[config.mk]
export PLATFORM = sky130hd
export DESIGN_NAME = fetch_sequencer
export DESIGN_NICKNAME = d
export VERILOG_FILES = /design/src/rtl/fetch_sequencer_pkg.sv /design/src/rtl/fetch_sequencer_branch_resolve.sv /design/src/rtl/fetch_sequencer.sv
export SDC_FILE = /design/constraint.sdc
export NUM_CORES = 1
export LEC_CHECK = 0
export CAP_MARGIN = 5
export CORE_MARGIN = 1.5
export CORE_UTILIZATION = 50
export CTS_BUF_LIST = sky130_fd_sc_hd__clkbuf_8
export DETAILED_ROUTE_END_ITERATION = 12
export GPL_TIMING_DRIVEN = 0
export PLACE_DENSITY = 0.92
export SETUP_SLACK_MARGIN = 0.3
export SLEW_MARGIN = 15
export SYNTH_ARGS = -nofsm -noshare
export SYNTH_HDL_FRONTEND = slang
export SYNTH_HIERARCHICAL = 1
export SYNTH_SLANG_ARGS = --single-unit
export TNS_END_PERCENT = 50
[constraint.sdc]
create_clock -name Clk -period 2.7 [get_ports Clk]
set_input_delay 0.405 -clock Clk [delete_from_list [all_inputs] [get_ports Clk]]
set_output_delay 0.405 -clock Clk [all_outputs]
set_load 0.02 [all_outputs]
[src/rtl/fetch_sequencer_pkg.sv]
// Shared types for the fetch sequencer: sequencer states and branch-condition codes.
package fetch_sequencer_pkg;

    typedef enum logic [1:0] {
        IDLE  = 2'd0,
        RUN   = 2'd1,
        LWAIT = 2'd2,
        HALT  = 2'd3
    } seq_state_t;

    localparam logic [1:0] COND_ALWAYS = 2'b00;
    localparam logic [1:0] COND_EQ     = 2'b01;
    localparam logic [1:0] COND_NE     = 2'b10;
    localparam logic [1:0] COND_LT     = 2'b11;

    function automatic logic cond_met(input logic [1:0] cond, input logic zero, input logic negative);
        logic met;
        met = 1'b0;
        case (cond)
            COND_ALWAYS: met = 1'b1;
            COND_EQ:     met = zero;
            COND_NE:     met = !zero;
            COND_LT:     met = negative;
            default:     met = 1'b0;
        endcase
        return met;
    endfunction

endpackage

[src/rtl/fetch_sequencer_branch_resolve.sv]
// Combinational next-PC: sequential fall-through or taken branch (absolute / relative).
import fetch_sequencer_pkg::*;

module branch_resolve #(
    parameter int PC_W = 10
) (
    input  logic [PC_W-1:0] pc,
    input  logic [PC_W-1:0] target,
    input  logic            cond_jump,
    input  logic            abs_or_rel,
    input  logic [1:0]      cond,
    input  logic            zero,
    input  logic            negative,
    output logic [PC_W-1:0] next_pc
);

    localparam logic [PC_W-1:0] ONE = {{(PC_W-1){1'b0}}, 1'b1};

    logic taken;

    // Relative targets are two's complement; the PC_W-bit add wraps naturally.
    always_comb begin
        taken   = cond_jump && cond_met(cond, zero, negative);
        next_pc = pc + ONE;
        if (taken)
            next_pc = abs_or_rel ? (pc + target) : target;
    end

endmodule

[src/rtl/fetch_sequencer.sv]
// Program-counter sequencer: IDLE/RUN/LWAIT/HALT control with commit strobe.
// Optional executed-cycle counter enabled by defining CYCLE_COUNT_EN.
import fetch_sequencer_pkg::*;

module fetch_sequencer #(
    parameter int          PC_W       = 10,
    parameter int unsigned START_ADDR = 0
) (
    input  logic            Clk,
    input  logic            Reset,
    input  logic            Start,
    input  logic            Ack,
    input  logic            ConditionalJump,
    input  logic            BranchAbsOrRel,
    input  logic [1:0]      BranchConditions,
    input  logic            LoadInst,
    input  logic            Zero,
    input  logic            Negative,
    input  logic [PC_W-1:0] Target,
    output logic [PC_W-1:0] ProgCtr,
    output logic            ExecEn,
    output logic            Done,
    output logic [15:0]     CycleCount
);

    localparam logic [PC_W-1:0] START_PC = PC_W'(START_ADDR);
    localparam logic [PC_W-1:0] ONE      = {{(PC_W-1){1'b0}}, 1'b1};

    seq_state_t      state;
    logic            armed;
    logic [PC_W-1:0] next_pc;

    branch_resolve #(.PC_W(PC_W)) u_branch_resolve (
        .pc         (ProgCtr),
        .target     (Target),
        .cond_jump  (ConditionalJump),
        .abs_or_rel (BranchAbsOrRel),
        .cond       (BranchConditions),
        .zero       (Zero),
        .negative   (Negative),
        .next_pc    (next_pc)
    );

    // Reset forces IDLE asynchronously, so the strobe is low throughout reset.
    assign ExecEn = ((state == RUN) && !LoadInst) || (state == LWAIT);

    always_ff @(posedge Clk or negedge Reset) begin
        if (!Reset) begin
            state   <= IDLE;
            ProgCtr <= START_PC;
            Done    <= 1'b0;
            armed   <= 1'b0;
        end else if (Start) begin
            state   <= IDLE;
            ProgCtr <= START_PC;
            Done    <= 1'b0;
            armed   <= 1'b1;
        end else begin
            case (state)
                IDLE: begin
                    if (armed) begin
                        state <= RUN;
                        armed <= 1'b0;
                    end
                end
                RUN: begin
                    if (Ack) begin
                        state <= HALT;
                        Done  <= 1'b1;
                    end else if (LoadInst) begin
                        state <= LWAIT;
                    end else begin
                        ProgCtr <= next_pc;
                    end
                end
                LWAIT: begin
                    ProgCtr <= ProgCtr + ONE;
                    state   <= RUN;
                end
                HALT: ;
                default: state <= IDLE;
            endcase
        end
    end

`ifdef CYCLE_COUNT_EN
    logic [15:0] cycle_cnt;

    // Cleared on the IDLE->RUN launch, saturating while active, frozen otherwise.
    always_ff @(posedge Clk or negedge Reset) begin
        if (!Reset)
            cycle_cnt <= 16'h0000;
        else if (state == RUN || state == LWAIT) begin
            if (cycle_cnt != 16'hFFFF)
                cycle_cnt <= cycle_cnt + 16'h0001;
        end else if (state == IDLE && !Start && armed)
            cycle_cnt <= 16'h0000;
    end

    assign CycleCount = cycle_cnt;
`else
    assign CycleCount = 16'h0000;
`endif

endmodule
Word level (Yosys, flattened, before mapping) --
Index checks and enable logic that the tools add are counted.
Operators by class: add/subtract/negate cells 2, equal/unequal tests 9, multiplexer cells 17, reduce and logical (&&, ||, !) cells 15
Operators with widths (count):
- 2-to-1 mux 10 bit | 5
- one-hot mux 10 bit (2 select lines) | 1
- adder 10 x 1 -> 10 bit, second input constant | 1
- adder 10 bit | 1
- inequality test 3 bit, second input constant | 3
- 2-to-1 mux 2 bit | 4
- equality test 2 bit, second input constant | 3
- one-hot mux 2 bit (3 select lines) | 1
- AND reduction 3 bit | 2
- nonzero test 2 bit | 3
- 2-to-1 mux 1 bit | 5
- equality test 2 x 1 -> 1 bit, second input constant | 2
- logical NOT 2 bit | 2
- inequality test 4 bit, second input constant | 1
- one-hot mux 1 bit (4 select lines) | 1
- nonzero test 4 bit | 1
- nonzero test 3 bit | 1
- logical AND 1 bit | 2
- logical NOT 1 bit | 2
- AND reduction 2 bit | 1
- logical OR 1 bit | 1
Storage, ports and cells: flip-flop bits (word level) 14, input port bits 21, output and inout port bits 28, word-level logic and storage cells 47

Longest topological paths before layout --
depth after elaboration 8, depth in mapped cells 10, mapped depth without buffers 10

Modules after synthesis --
Netlist, hierarchy kept.
By module, submodules not included:
- fetch_sequencer | instances 1, cells an instance 108, area each 915.9 µm², seq. area each 350.3 µm²
- branch_resolve | instances 1, cells an instance 111, area each 800.8 µm², seq. area each 0.0 µm²

Least setup slack after synthesis --
No wires, ideal clock.
path kind flip-flop to flip-flop, start register ProgCtr[3], end register ProgCtr[7], arrival 2482 ps, required time 2563 ps, setup slack 81 ps, cell stages (with the launch flop) 11, path buffers 0, clock period less this slack 2619 ps, path through dfrtp_1 ha_1 a21o_1 a21oi_1 nand2_1 a311o_2 a221oi_2 a21oi_1 a31o_2 a32oi_1 a31oi_1
On the way: cells in the longest elaborated chain, start to end 7, elaborated cells between the ends (all ways) 8, those cells by class add/sub: 2; mux: 6
RTL lines:
- from (decl) | line fetch_sequencer.sv:20 | output logic [PC_W-1:0] ProgCtr,
- from (signal assigned) | line fetch_sequencer.sv:73 | ProgCtr <= next_pc;
- from (signal assigned) | line fetch_sequencer.sv:77 | ProgCtr <= ProgCtr + ONE;
- adder 10 bit | line fetch_sequencer_branch_resolve.sv:26 | next_pc = abs_or_rel ? (pc + target) : target;
- 2-to-1 mux 10 bit | line fetch_sequencer_branch_resolve.sv:26
- 2-to-1 mux 10 bit (*) | line fetch_sequencer_branch_resolve.sv:25 | if (taken)
- net next_pc[7] | line fetch_sequencer.sv:31 | logic [PC_W-1:0] next_pc;
- 2-to-1 mux 10 bit (*) | line fetch_sequencer.sv:70 | end else if (LoadInst) begin
- 2-to-1 mux 10 bit (*) | line fetch_sequencer.sv:67 | if (Ack) begin
- one-hot mux 10 bit (2 select lines) (*) | line fetch_sequencer.sv:59 | case (state)
- 2-to-1 mux 10 bit (*) | line fetch_sequencer.sv:53 | end else if (Start) begin
Mark *: on every way through the listed nets, which the timed path passes. The rest lies on a longest branch. The select of a mux whose other input is x is not followed. A chain may end at the register's enable or synchronous reset.

Final worst setup path --
start register ProgCtr[1], end register ProgCtr[6]
Same word-level chain as after synthesis.

==> out/metrics.csv <==
stage,metric,value,unit
place,dp.final_hpwl,3.20,mm
hold_path,holdCritPathClass,register to register,
detailed_routing,firstDrtPassIters,5,
finish,antennaDiodeCount,0,
finish,final_cell_mix,"sky130_fd_sc_hd__buf_4 (31), sky130_fd_sc_hd__clkdlybuf4s50_1 (25), sky130_fd_sc_hd__a21oi_1 (24), sky130_fd_sc_hd__nand2_1 (16), sky130_fd_sc_hd__conb_1 (16)",
timing,setup_viol,0,
outcome,status,completed,
finish,area_growth,43.2,%
finish,layout.cell_area.non_filler,2460,um^2
critical_path,path_class,register to register,
detailed_routing,route.vias.total,1991,
global_route,globalRouteTotalUtil,0.271,
critical_path,r2r-start,ProgCtr[1],
timing,grt_setup_unrepaired,yes,
place,globalplace.congestion,0.826,
synthesis,synth.yosys.seq_area_share,0.204,
job,timing.max_cap.violations,0,
detailed_routing,route.final.wire_length,5.41,mm
detailed_routing,drt_iter0_drc,141,
global_route,number_of_antenna_violations_at_the_first_check_in_global_routing,0,
floorplan,initial_utilization,0.519,
global_route,first_global_vias,1755,
critical_path,startpoint_type,register,
clock_network,clkTransAtPathRegs,60,ps
power_and_ir_drop,irDropWorstVdd,0.232,mV
power_and_ir_drop,power.density_cell_area,301,nW/um^2
clock_network,clk_path_buf_depth,2,
place,post-place-cells,311,
synthesis,ys.flop_type,sky130_fd_sc_hd__dfrtp_1,
floorplan,top_level_ports,49,
critical_path,worstPathArrival,2640,ps
floorplan,floorplan.rows,21,
critical_path,crit_path_end_kind,register,
clock_network,cts-root-buf,sky130_fd_sc_hd__clkbuf_8,
finish,commonest_non_fill_non_tap_cell_in_the_layout,sky130_fd_sc_hd__buf_4,
timing,max_freq,395,MHz
timing,report.final.slew_viol_count,0,
synthesis,synth-edff-count,0,
finish,nets,322,
floorplan,die_y,61.6,um
floorplan,design.die.area,3790,um^2
critical_path,worstPathRequired,2810,ps
place,dpl_cell_area,2170,um^2
detailed_routing,detail-route-antenna-nets,0,
clock_network,clock_latency,250,ps
synthesis,post_synthesis_cell_count,219,
timing,hold_viol_final,0,
synthesis,synth_warnings,6,
timing,timing_worst_slew_pin_value,669,ps
critical_path,crit_path_max_fanout,3,
timing,layout_min_cycle_time,2530,ps
global_route,global_route_wire_length_before_repair,7.71,mm
power_and_ir_drop,leakagePower,1.05,nW
critical_path,setup.worst_path.start,ProgCtr[1],
synthesis,synth_area,1720,um^2
detailed_routing,post-route-drc-count,0,
finish,layout-drive-gt1-share,0.257,
synthesis,synth.avg_cell_area,7.84,um^2
timing,worst_slew_margin_rel,0.552,
clock_network,clock_tree.htree_level_count,1,
timing,timing.final.crit_share,0.937,
finish,fin_cells,334,
synthesis,ys_seq_elements,14,
synthesis,synth-async-reset-ratio,1.00,
timing,clock_skew,5.41,ps
detailed_routing,post_drt_via_cell_ratio,5.96,
place,numPortBuffers,31,
floorplan,die_w,61.6,um
hold_path,timing.hold.worst.start,armed,
global_route,gr-total-overflow,0,
clock_network,clock_sink_count,14,
clock_network,cts_tree,yes,
clock_network,cts-buffers-inserted,3,
synthesis,yosys.cell_types.count,56,
detailed_routing,post_drt_wl_per_cell,16.2,um
global_route,grt_max_degree,15,
floorplan,floorplan.core_area,3310,um^2
-- state kept, by name, summed over array words and instances, names as in the netlist --
register  count
armed         1
ProgCtr      10
state         2
Done          1
-- cell type report --
cell class	count	area, um^2
plain buffers	24	171
clock buffers	4	55.1
fillers	230	852
inverters	7	26.3
multi-input cells	189	1330
flip-flops and latches	14	357
well taps	46	57.6
repair buffers	50	462
-- layer usage --
| layer | GRT usage | wire, um |
|---|---|---|
| met1 | 0.335 | 2150 |
| met2 | 0.466 | 2640 |
| met3 | 0.0504 | 466 |
| met4 | 0.100 | 157 |
| met5 | 0 | 0 |
-- cells by family (layout without fill, tap and decap cells) --
logic type,Yosys count,in the layout,synth area share
AND/OR/NAND/NOR,77,77,0.242
multiplexers,4,4,0.0233
XOR/XNOR,13,13,0.0663
adder cells (fa/ha/maj),12,12,0.0918
flip-flops,14,14,0.204
AO/OA/AOI/OAI,67,67,0.255
other,1,16,0.00218
buffers and inverters,31,85,0.115
-- cell usage after synthesis, types with 4 or more instances --
master                     instances  area (um^2)
sky130_fd_sc_hd__o21ai_0           9         45.0
sky130_fd_sc_hd__nor2_1           14         52.6
sky130_fd_sc_hd__inv_1             7         26.3
sky130_fd_sc_hd__xnor2_1           9         78.8
sky130_fd_sc_hd__ha_1             11          138
sky130_fd_sc_hd__nand3_1          12         60.1
sky130_fd_sc_hd__a211oi_1          4         30.0
sky130_fd_sc_hd__o211ai_1          5         37.5
sky130_fd_sc_hd__a21oi_1          28          140
sky130_fd_sc_hd__nand2_1          16         60.1
sky130_fd_sc_hd__mux2i_1           4         40.0
sky130_fd_sc_hd__buf_4            16          120
sky130_fd_sc_hd__nor3_1            7         35.0
sky130_fd_sc_hd__xor2_1            4         35.0
sky130_fd_sc_hd__dfrtp_1          14          350
-- final timing paths --
path,endpoint,slack (ps),cells past startpoint
max,ProgCtr[6],170,11
min,armed,520,2
max reg2reg,ProgCtr[6],170,11
min reg2reg,armed,520,2
max in group asynchronous,ProgCtr[3],1670,1
min in group asynchronous,state[0],560,1
-- where the power goes --
group / total (mW) / switching (mW) / internal [mW]
clock network: 0.209 / 0.0797 / 0.129
registers: 0.235 / 0.0148 / 0.220
logic: 0.296 / 0.157 / 0.139
-- critical path: stages (launching register included) --
cell                       delay (ps)
sky130_fd_sc_hd__dfrtp_2          450
sky130_fd_sc_hd__buf_6            130
sky130_fd_sc_hd__fa_2             380
sky130_fd_sc_hd__a21o_1           200
sky130_fd_sc_hd__a21oi_2          190
sky130_fd_sc_hd__o21bai_1         150
sky130_fd_sc_hd__buf_4            150
sky130_fd_sc_hd__a21oi_1          180
sky130_fd_sc_hd__xor2_1           170
sky130_fd_sc_hd__a31oi_1          120
sky130_fd_sc_hd__a21oi_1          180
sky130_fd_sc_hd__a21oi_1           80
-- repair_timing --
| item | 4_1_cts | 5_1_grt |
|---|---|---|
| resized for setup | 16 | 9 |
| pin swaps | 15 | 9 |
| setup endpoints to repair | 4 | 9 |
| setup buffers | 18 | 1 |
| hold buffers | 0 | 0 |
-- through the flow --
| stage | total power [mW] | utilization | hold WS, ps | setup TNS [ps] | worst slack, ps |
|---|---|---|---|---|---|
| finish | 0.740 | 0.743 | 525 | 0 | 169 |
| global route | 0.775 | 0.743 | 561 | 0 | 81.5 |
| CTS | 0.716 | 0.729 | 527 | 0 | 261 |
| detailed placement | 0.486 | 0.657 | 510 | -720 | -306 |
| global placement | 0.481 | 0.657 | 492 | -601 | -264 |
| floorplan | 0.403 | - | 109 | 0 | 287 |
(Power assumes the default switching activity.)
